==> src/rtl/bus_rr_arbiter.sv <==
// Shared-bus arbiter for NREQ masters: round-robin or fixed-priority selection,
// registered one-hot grant, one idle turnaround cycle, bounded hold under contention.
module bus_rr_arbiter #(
  parameter  int NREQ       = 8,
  parameter  int MAXHOLD    = 16,
  parameter  int FIXED_PRIO = 0,
  localparam int OW         = (NREQ > 1) ? $clog2(NREQ) : 1
) (
  input  logic            clk,
  input  logic            rst,
  input  logic [NREQ-1:0] bus_req,
  output logic [NREQ-1:0] bus_ack,
  input  logic            bus_rd,
  input  logic            bus_wr,
  input  logic            bus_ready,
  output logic            bus_busy,
  output logic [OW-1:0]   bus_owner
);

  typedef enum logic [1:0] {IDLE, OWNED, TURN} state_t;

  localparam int            CW       = $clog2(MAXHOLD + 1);
  localparam logic [CW-1:0] HOLD_MAX = CW'(MAXHOLD);

  state_t          state_q, state_d;
  logic [NREQ-1:0] ack_q, ack_d;
  logic [OW-1:0]   owner_q, owner_d;
  logic [OW-1:0]   ptr_q, ptr_d;
  logic [CW-1:0]   hold_q, hold_d;
  logic            busy_q, busy_d;

  logic [NREQ-1:0] above_ptr, below_owner, req_above, others;
  logic [OW-1:0]   win_idx;
  logic            owner_req, quiescent, preempt_comp;

  function automatic logic [OW-1:0] lowest_set(input logic [NREQ-1:0] v);
    lowest_set = '0;
    for (int i = NREQ - 1; i >= 0; i--) begin
      if (v[i]) lowest_set = OW'(i);
    end
  endfunction

  // Winner search: round-robin prefers indices above the pointer, then wraps.
  always_comb begin
    above_ptr   = '0;
    below_owner = '0;
    for (int i = 0; i < NREQ; i++) begin
      above_ptr[i]   = OW'(i) > ptr_q;
      below_owner[i] = OW'(i) < owner_q;
    end
    req_above = bus_req & above_ptr;
    if (FIXED_PRIO != 0)  win_idx = lowest_set(bus_req);
    else if (|req_above)  win_idx = lowest_set(req_above);
    else                  win_idx = lowest_set(bus_req);

    others       = bus_req & ~ack_q;
    owner_req    = |(bus_req & ack_q);
    quiescent    = (!bus_rd && !bus_wr) || bus_ready;
    preempt_comp = (FIXED_PRIO != 0) ? |(others & below_owner) : |others;
  end

  always_comb begin
    // NOTE: every _d gets a default first so no path through the case can infer a latch.
    state_d = state_q;
    ack_d   = ack_q;
    owner_d = owner_q;
    ptr_d   = ptr_q;
    hold_d  = hold_q;
    unique case (state_q)
      IDLE, TURN: begin
        if (|bus_req) begin
          state_d          = OWNED;
          ack_d            = '0;
          ack_d[win_idx]   = 1'b1;
          owner_d          = win_idx;
          ptr_d            = win_idx;
          hold_d           = '0;
        end else begin
          state_d = IDLE;
          ack_d   = '0;
          owner_d = '0;
        end
      end
      OWNED: begin
        // Release on request drop (even mid-transfer) or on a safe preempt.
        if (!owner_req || (hold_q == HOLD_MAX && preempt_comp && quiescent)) begin
          state_d = TURN;
          ack_d   = '0;
          owner_d = '0;
          hold_d  = '0;
        end else if (|others && hold_q != HOLD_MAX) begin
          hold_d = hold_q + CW'(1);
        end
      end
      default: begin
        state_d = IDLE;
        ack_d   = '0;
        owner_d = '0;
      end
    endcase
    busy_d = |ack_d;
  end

  // NOTE: state registers use non-blocking assignments so all flops update together.
  always_ff @(posedge clk or posedge rst) begin
    if (rst) begin
      state_q <= IDLE;
      ack_q   <= '0;
      owner_q <= '0;
      ptr_q   <= OW'(NREQ - 1);
      hold_q  <= '0;
      busy_q  <= 1'b0;
    end else begin
      state_q <= state_d;
      ack_q   <= ack_d;
      owner_q <= owner_d;
      ptr_q   <= ptr_d;
      hold_q  <= hold_d;
      busy_q  <= busy_d;
    end
  end

  assign bus_ack   = ack_q;
  assign bus_busy  = busy_q;
  assign bus_owner = owner_q;

endmodule

==> config.mk <==
export PLATFORM = sky130hd
export DESIGN_NAME = bus_rr_arbiter
export DESIGN_NICKNAME = d
export VERILOG_FILES = /design/src/rtl/bus_rr_arbiter.sv
export SDC_FILE = /design/constraint.sdc
export NUM_CORES = 1
export LEC_CHECK = 0
export CAP_MARGIN = 10
export CORE_ASPECT_RATIO = 0.75
export CORE_MARGIN = 1.5
export CORE_UTILIZATION = 50
export DETAILED_ROUTE_END_ITERATION = 12
export PLACE_DENSITY_LB_ADDON = 0.12
export REMOVE_ABC_BUFFERS = 1
export SLEW_MARGIN = 20
export SYNTH_ARGS = -nofsm -noshare
export SYNTH_HDL_FRONTEND = slang
export SYNTH_SLANG_ARGS = --single-unit
==> constraint.sdc <==
create_clock -name clk -period 4.3 [get_ports clk]
set_input_delay 0.43 -clock clk [delete_from_list [all_inputs] [get_ports clk]]
set_output_delay 0.43 -clock clk [all_outputs]
set_load 0.01 [all_outputs]
# [Word level (Yosys, flattened, before mapping)]
# Index checks and enable logic that the tools add are counted.
[classes] muxes=32 bitwise=4 n_addsub=1 n_reduce_logical=20 magnitude_cmp=10 eq_ne=7
[op_table] operator="2-to-1 mux 3 bit" count=19
[op_table] operator="OR reduction 8 bit" count=5
[op_table] operator="bitwise AND 8 bit" count=3
[op_table] operator="2-to-1 mux 8 bit" count=2
[op_table] operator="case mux 8 bit (2 select lines)" count=1
[op_table] operator="2-to-1 mux 5 bit" count=3
[op_table] operator="> comparator 3 bit (first input constant)" count=4
[op_table] operator="case mux 5 bit (2 select lines)" count=1
[op_table] operator="inverter 8 bit" count=1
[op_table] operator="> comparator 1 x 3 -> 1 bit (first input constant)" count=2
[op_table] operator="> comparator 2 x 3 -> 1 bit (first input constant)" count=2
[op_table] operator="case mux 3 bit (2 select lines)" count=1
[op_table] operator="adder 5 x 1 -> 5 bit (second input constant)" count=1
[op_table] operator="== test 5 bit (second input constant)" count=1
[op_table] operator="logical AND 1 bit" count=5
[op_table] operator="inequality test 5 bit (second input constant)" count=1
[op_table] operator="less-than comparator 3 x 4 -> 1 bit (second input constant)" count=1
[op_table] operator="inequality test 2 bit (second input constant)" count=2
[op_table] operator="case mux 2 bit (2 select lines)" count=1
[op_table] operator="demux 1 bit (select 3 bit)" count=1
[op_table] operator="greater-or-equal comparator 3 x 1 -> 1 bit (second input constant)" count=1
[op_table] operator="logical NOT 1 bit" count=3
[op_table] operator="inequality test 3 bit (second input constant)" count=1
[op_table] operator="AND reduction 3 bit" count=1
[op_table] operator="other kinds (9)" count=11
[totals] out_inout_bits=12 reg_bits=22

# [Depth between registers and ports, before layout]
[logic_depth] ltp_word=18 ltp_mapped=9 mapped_depth_nobuf=8

# [Least setup slack after synthesis]
# No wires, ideal clock.
[synth_timing] kind="register to register" from="register hold_q[0]" to="register ack_q[7] (netlist: bus_ack[7])" slack_ns=2.550 path_stages_with_launch=9 setup_time_ns=0.122 n_path_buf=1 t_arrival_ns=1.628 cell_sequence="dfrtp_1 -> inv_1 -> ha_1 -> nand2_1 -> nor3_1 -> o21ai_0 -> o21a_4 -> buf_4 -> a32o_1"
[synth_via] elab_chain_len=6
[synth_rtl] item="from (decl)" line_no="29" text="logic [CW-1:0] hold_q, hold_d;"
[synth_rtl] item="from (signal assigned)" line_no="118" text="hold_q <= hold_d;"
[synth_rtl] item="== test 5 bit" line_no="86" text="if (!owner_req || (hold_q == HOLD_MAX && preempt_comp && quiescent)) begin"
[synth_rtl] item="logical AND 1 bit (2 in a row)" line_no="86"
[synth_rtl] item="logical OR 1 bit" line_no="86"
[synth_rtl] item="2-to-1 mux 8 bit" line_no="86"
[synth_rtl] item="case mux 8 bit (2 select lines)" line_no="69" text="unique case (state_q)"
[synth_rtl] item="via ack_d[7]" line_no="26" text="logic [NREQ-1:0] ack_q, ack_d;"
[synth_rtl] item="to (signal assigned)" line_no="115" text="ack_q <= ack_d;"
[synth_rtl] item="to (decl)" line_no="26"
# The timed path passes the listed nets, and every way through them passes these cells.
# A chain may end at the register's enable or synchronous reset.

# [Worst setup path after layout]
[layout_timing] from="input bus_req[1]" to="register hold_q[1]"
[layout_via] elab_chain_len=7 word_cells_on_any_way=15 cone_classes="2 x eq/ne; 2 x mux; 2 x bitwise; 9 x reduce/logical"
[layout_rtl] item="from (decl)" line_no="11" text="input logic [NREQ-1:0] bus_req,"
[layout_rtl] item="bitwise AND 8 bit" line_no="56" text="others = bus_req & ~ack_q;"
[layout_rtl] item="OR reduction 8 bit" line_no="59, 91"
[layout_rtl] item="logical AND 1 bit (2 in a row)" line_no="86"
[layout_rtl] item="logical OR 1 bit" line_no="86"
[layout_rtl] item="inequality test 3 bit (no source line) or 2-to-1 mux 5 bit (tied branches)"
[layout_rtl] item="AND reduction 3 bit (no source line) or case mux 5 bit (2 select lines) (tied branches)"
# Parallel ways exist; a longest one is shown, timed or not.

==> metrics.md <==
| Metric | Value |
|---|---|
| Status | completed |
| Critical Path Max Stage Delay | approximately 0.56 ns |
| Root Driver | clkbuf_4 |
| #FFs+latches synth | 22 |
| Instance count on the critical path | 7 |
| Via/cell ratio | ~6.0 |
| First-pass GRT wire length | approximately 6000 um |
| Worst Clk Skew | between 0.0015 and 0.002 ns |
| Total GRT Usage | 0.241 |
| Mapped Area | roughly 1400 um2 |
| Top cell type's share of synthesized area | 0.345 |
| Placer Congestion | 0.923 |
| WP buf/inv | 2 |
| Commonest cells in the synthesized netlist | dfrtp_1 (19), inv_1 (14), nand2_1 (14) |
| Routed Antenna Nets | 0 |
| Deepest level of the CTS H-tree | 1 |
| Worst setup SP type | primary input |
| Die Ht | 48.4 um |
| Critical Path Sink Type | flop |
| Minimum clock period | 2.13 ns |
| CTS buffer count | 3 |
| Place WS | 1.87 ns |
| Leakage | 0.000686 uW |
| Die area | 3080 um2 |
| Cell area power density | 669 nW/um2 |
| Drt first pass iters | 4 |
| Initial antenna violation count | 0 |
| DP Cell Count | between 150 and 200 |
| CP top delay family | buffers and inverters |
| Worst slew margin | 0.453 |
| Required @ worst endpoint | 4.53 ns |
| Post-synthesis sequential area ratio | 0.403 |
| Count leader, synth | dfrtp_1 |
| Pin count of the biggest net entering global routing | 23 |
| Register-to-Register Setup Slack | between 2 and 2.5 ns |
| Starting Density | 0.529 |
| Wirelength, routed | 3380 um |
| Vias in the first global route | 1212 |
| Setup TNS | 0 ns |
| Avg WL per Cell | 16.7 um |
| Crit-path slowest cell | clkdlybuf4s50_1 |
| Worst-Skew Late Latency | 0.31 ns |
| CTS resizes | 0 |
| Number of enable flip-flop cells after synthesis | 0 |
| Setup violations, final | 0 |
| Maxcap violations | 0 |
| Cell variety after synth | 47 |
| Worst path cell trace | clkdlybuf4s50_1 > inv_1 > o22ai_1 > nor4_4 > o21a_4 > nor2_2 > o31ai_1 |
| Fmax | 0.470 GHz |
| Async SR Flop Fraction | 1.00 |
| Hold depth | 2 |
| I/O pin count | 25 |
| Crit-path max FO | 17 |
| DRC Markers | 0 |
| Worst Hold Path EP | bus_owner[1]$_DFFE_PP0P_ |
| Worst Reg-to-Reg Cells | 8 |
| FP Rows | 16 |
| Cts hold-fix bufs | 0 |
| RSZ-0062 raised after global routing | no |
| Synth area leader | dfrtp_1 |
| Worst vdd ir | 0.000399 V |
| ANT cells | 0 |
| Die Span X | 63.6 um |
| Critical path class | primary input to flop |
| Share of cells above drive strength 1 | 0.151 |
| Initial drt markers | 114 |
| GRT overflow | 0 |
| Clock buffer depth | 2 |
| Reg2reg end | hold_q[1]$_DFFE_PP0P_ |
| Hold Startpoint | bus_owner[1]$_DFFE_PP0P_ |
| Fin worst setup slack | 2.17 ns |
| Clock sinks | 22 |
| Mean Syn Cell Area | 9.76 um2 |
| R2r startpoint | hold_q[0]$_DFFE_PP0P_ |
| Fin cells | approximately 200 |
| Final Hold Vio Count | 0 |
| Slew @ Worst Pin | around 0.82 ns |
| Hpwl dp | between 2000 and 3000 um |
| Routed via count | 1211 |
| Min-delay worst type | flop to flop |
| Ys Warns | 0 |
| CTS tree | yes |
| Ys flop type | dfrtp_1 |
| Max Slew Vio Count | 0 |
| Port buffer count | 24 |
| Largest cells by area after synthesis | dfrtp_1 (35%), dfstp_2 (5.7%), inv_1 (3.8%) |
| Clock Pin Slew Worst Setup and Hold Paths | 0.13 ns |
| Final Cycle Share | 0.495 |
| Synthesized instance count | 141 |
| Total Nets Final | 182 |
| Area Overhead vs Synth | 23.1% |
| Worst Path Arrival | approximately 2.4 ns |
| Core footprint | 2600 um2 |
| # Post-CTS Setup Buffers | 0 |
-- cells by family after synthesis --
| group | synth area share |
|---|---|
| AO/OA/AOI/OAI | 0.295 |
| buffers and inverters | 0.0554 |
| AND/OR/NAND/NOR | 0.201 |
| flip-flops | 0.403 |
| adder cells (fa/ha/maj) | 0.0182 |
| XOR/XNOR | 0.0191 |
| multiplexers | 0.00818 |
-- power by group --
group	internal, uW	switching, uW	leakage, uW
sequential	293	98.8	0.000285
combinational	267	315	0.000373
clock	94.2	65.8	0.0000279
total	654	479	0.000686
-- sequential cells by signal, indices dropped and copies added, names as in the netlist --
name / flops
bus_ack: 8
bus_busy: 1
bus_owner: 3
hold_q: 5
ptr_q: 3
state_q: 2
-- cell usage in the layout, fill, tap and decap left out, types with 2 or more instances in the layout --
master / count
clkdlybuf4s50_1: 24
dfrtp_1: 19
inv_1: 14
nand2_1: 14
nor2_1: 8
o22ai_1: 5
nand3_1: 5
a32o_1: 5
nor3_1: 4
o21ai_0: 4
o31ai_1: 4
o21ai_1: 4
a22oi_1: 3
xnor2_1: 3
a21oi_1: 3
a211oi_1: 3
clkbuf_4: 3
dfstp_2: 3
nor4_4: 2
nor2_2: 2
a22o_1: 2
a31oi_1: 2
nand2b_1: 2
o21bai_1: 2
or2_2: 2
ha_1: 2
-- routing by layer --
metal,global-route usage,up-vias,wire length [um]
met2,0.365,61,1510
met5,0,-,0
met4,0.0326,0,20
met3,0.0512,4,304
met1,0.365,568,1550
li1,-,578,-
-- metrics by stage --
stage | total power [uW] | instance area, um2 | hold slack [ns] | util
floorplan | 752 | 1360 | 0.417 | -
global placement | 958 | 1640 | 0.464 | 0.631
detailed placement | 971 | 1640 | 0.462 | 0.631
CTS | 1130 | 1690 | 0.502 | 0.651
global route | 1210 | 1690 | 0.541 | 0.651
finish | 1130 | 1690 | 0.499 | 0.651
-- worst register-to-register path: stages, from the launching register on --
cell,delay (ns)
dfrtp_1,0.43
inv_1,0.11
ha_1,0.18
nand2_1,0.06
nor3_1,0.35
o21ai_0,0.19
o21a_4,0.30
nor2_2,0.22
o31ai_1,0.11
-- how the worst max path moves through the flow --
stage / startpoint / endpoint
floorplan: hold_q[0]$_DFFE_PP0P_ / bus_busy$_DFF_PP0_
global placement: bus_req[3] / hold_q[0]$_DFFE_PP0P_
detailed placement: bus_req[3] / hold_q[1]$_DFFE_PP0P_
CTS: bus_req[3] / hold_q[1]$_DFFE_PP0P_
global route: hold_q[0]$_DFFE_PP0P_ / hold_q[0]$_DFFE_PP0P_
finish: bus_req[1] / hold_q[1]$_DFFE_PP0P_
-- area by class of cell --
cell class                      instances  area [um2]
Fill cell                             224         908
Clock inverter                          1        30.0
Tap cell                               36        45.0
Inverter                               15        56.3
Multi-Input combinational cell        101         746
Sequential cell                        22         554
Timing Repair Buffer                   24         240
Clock buffer                            3        22.5
Note: power is estimated with default switching activity, not from simulation.
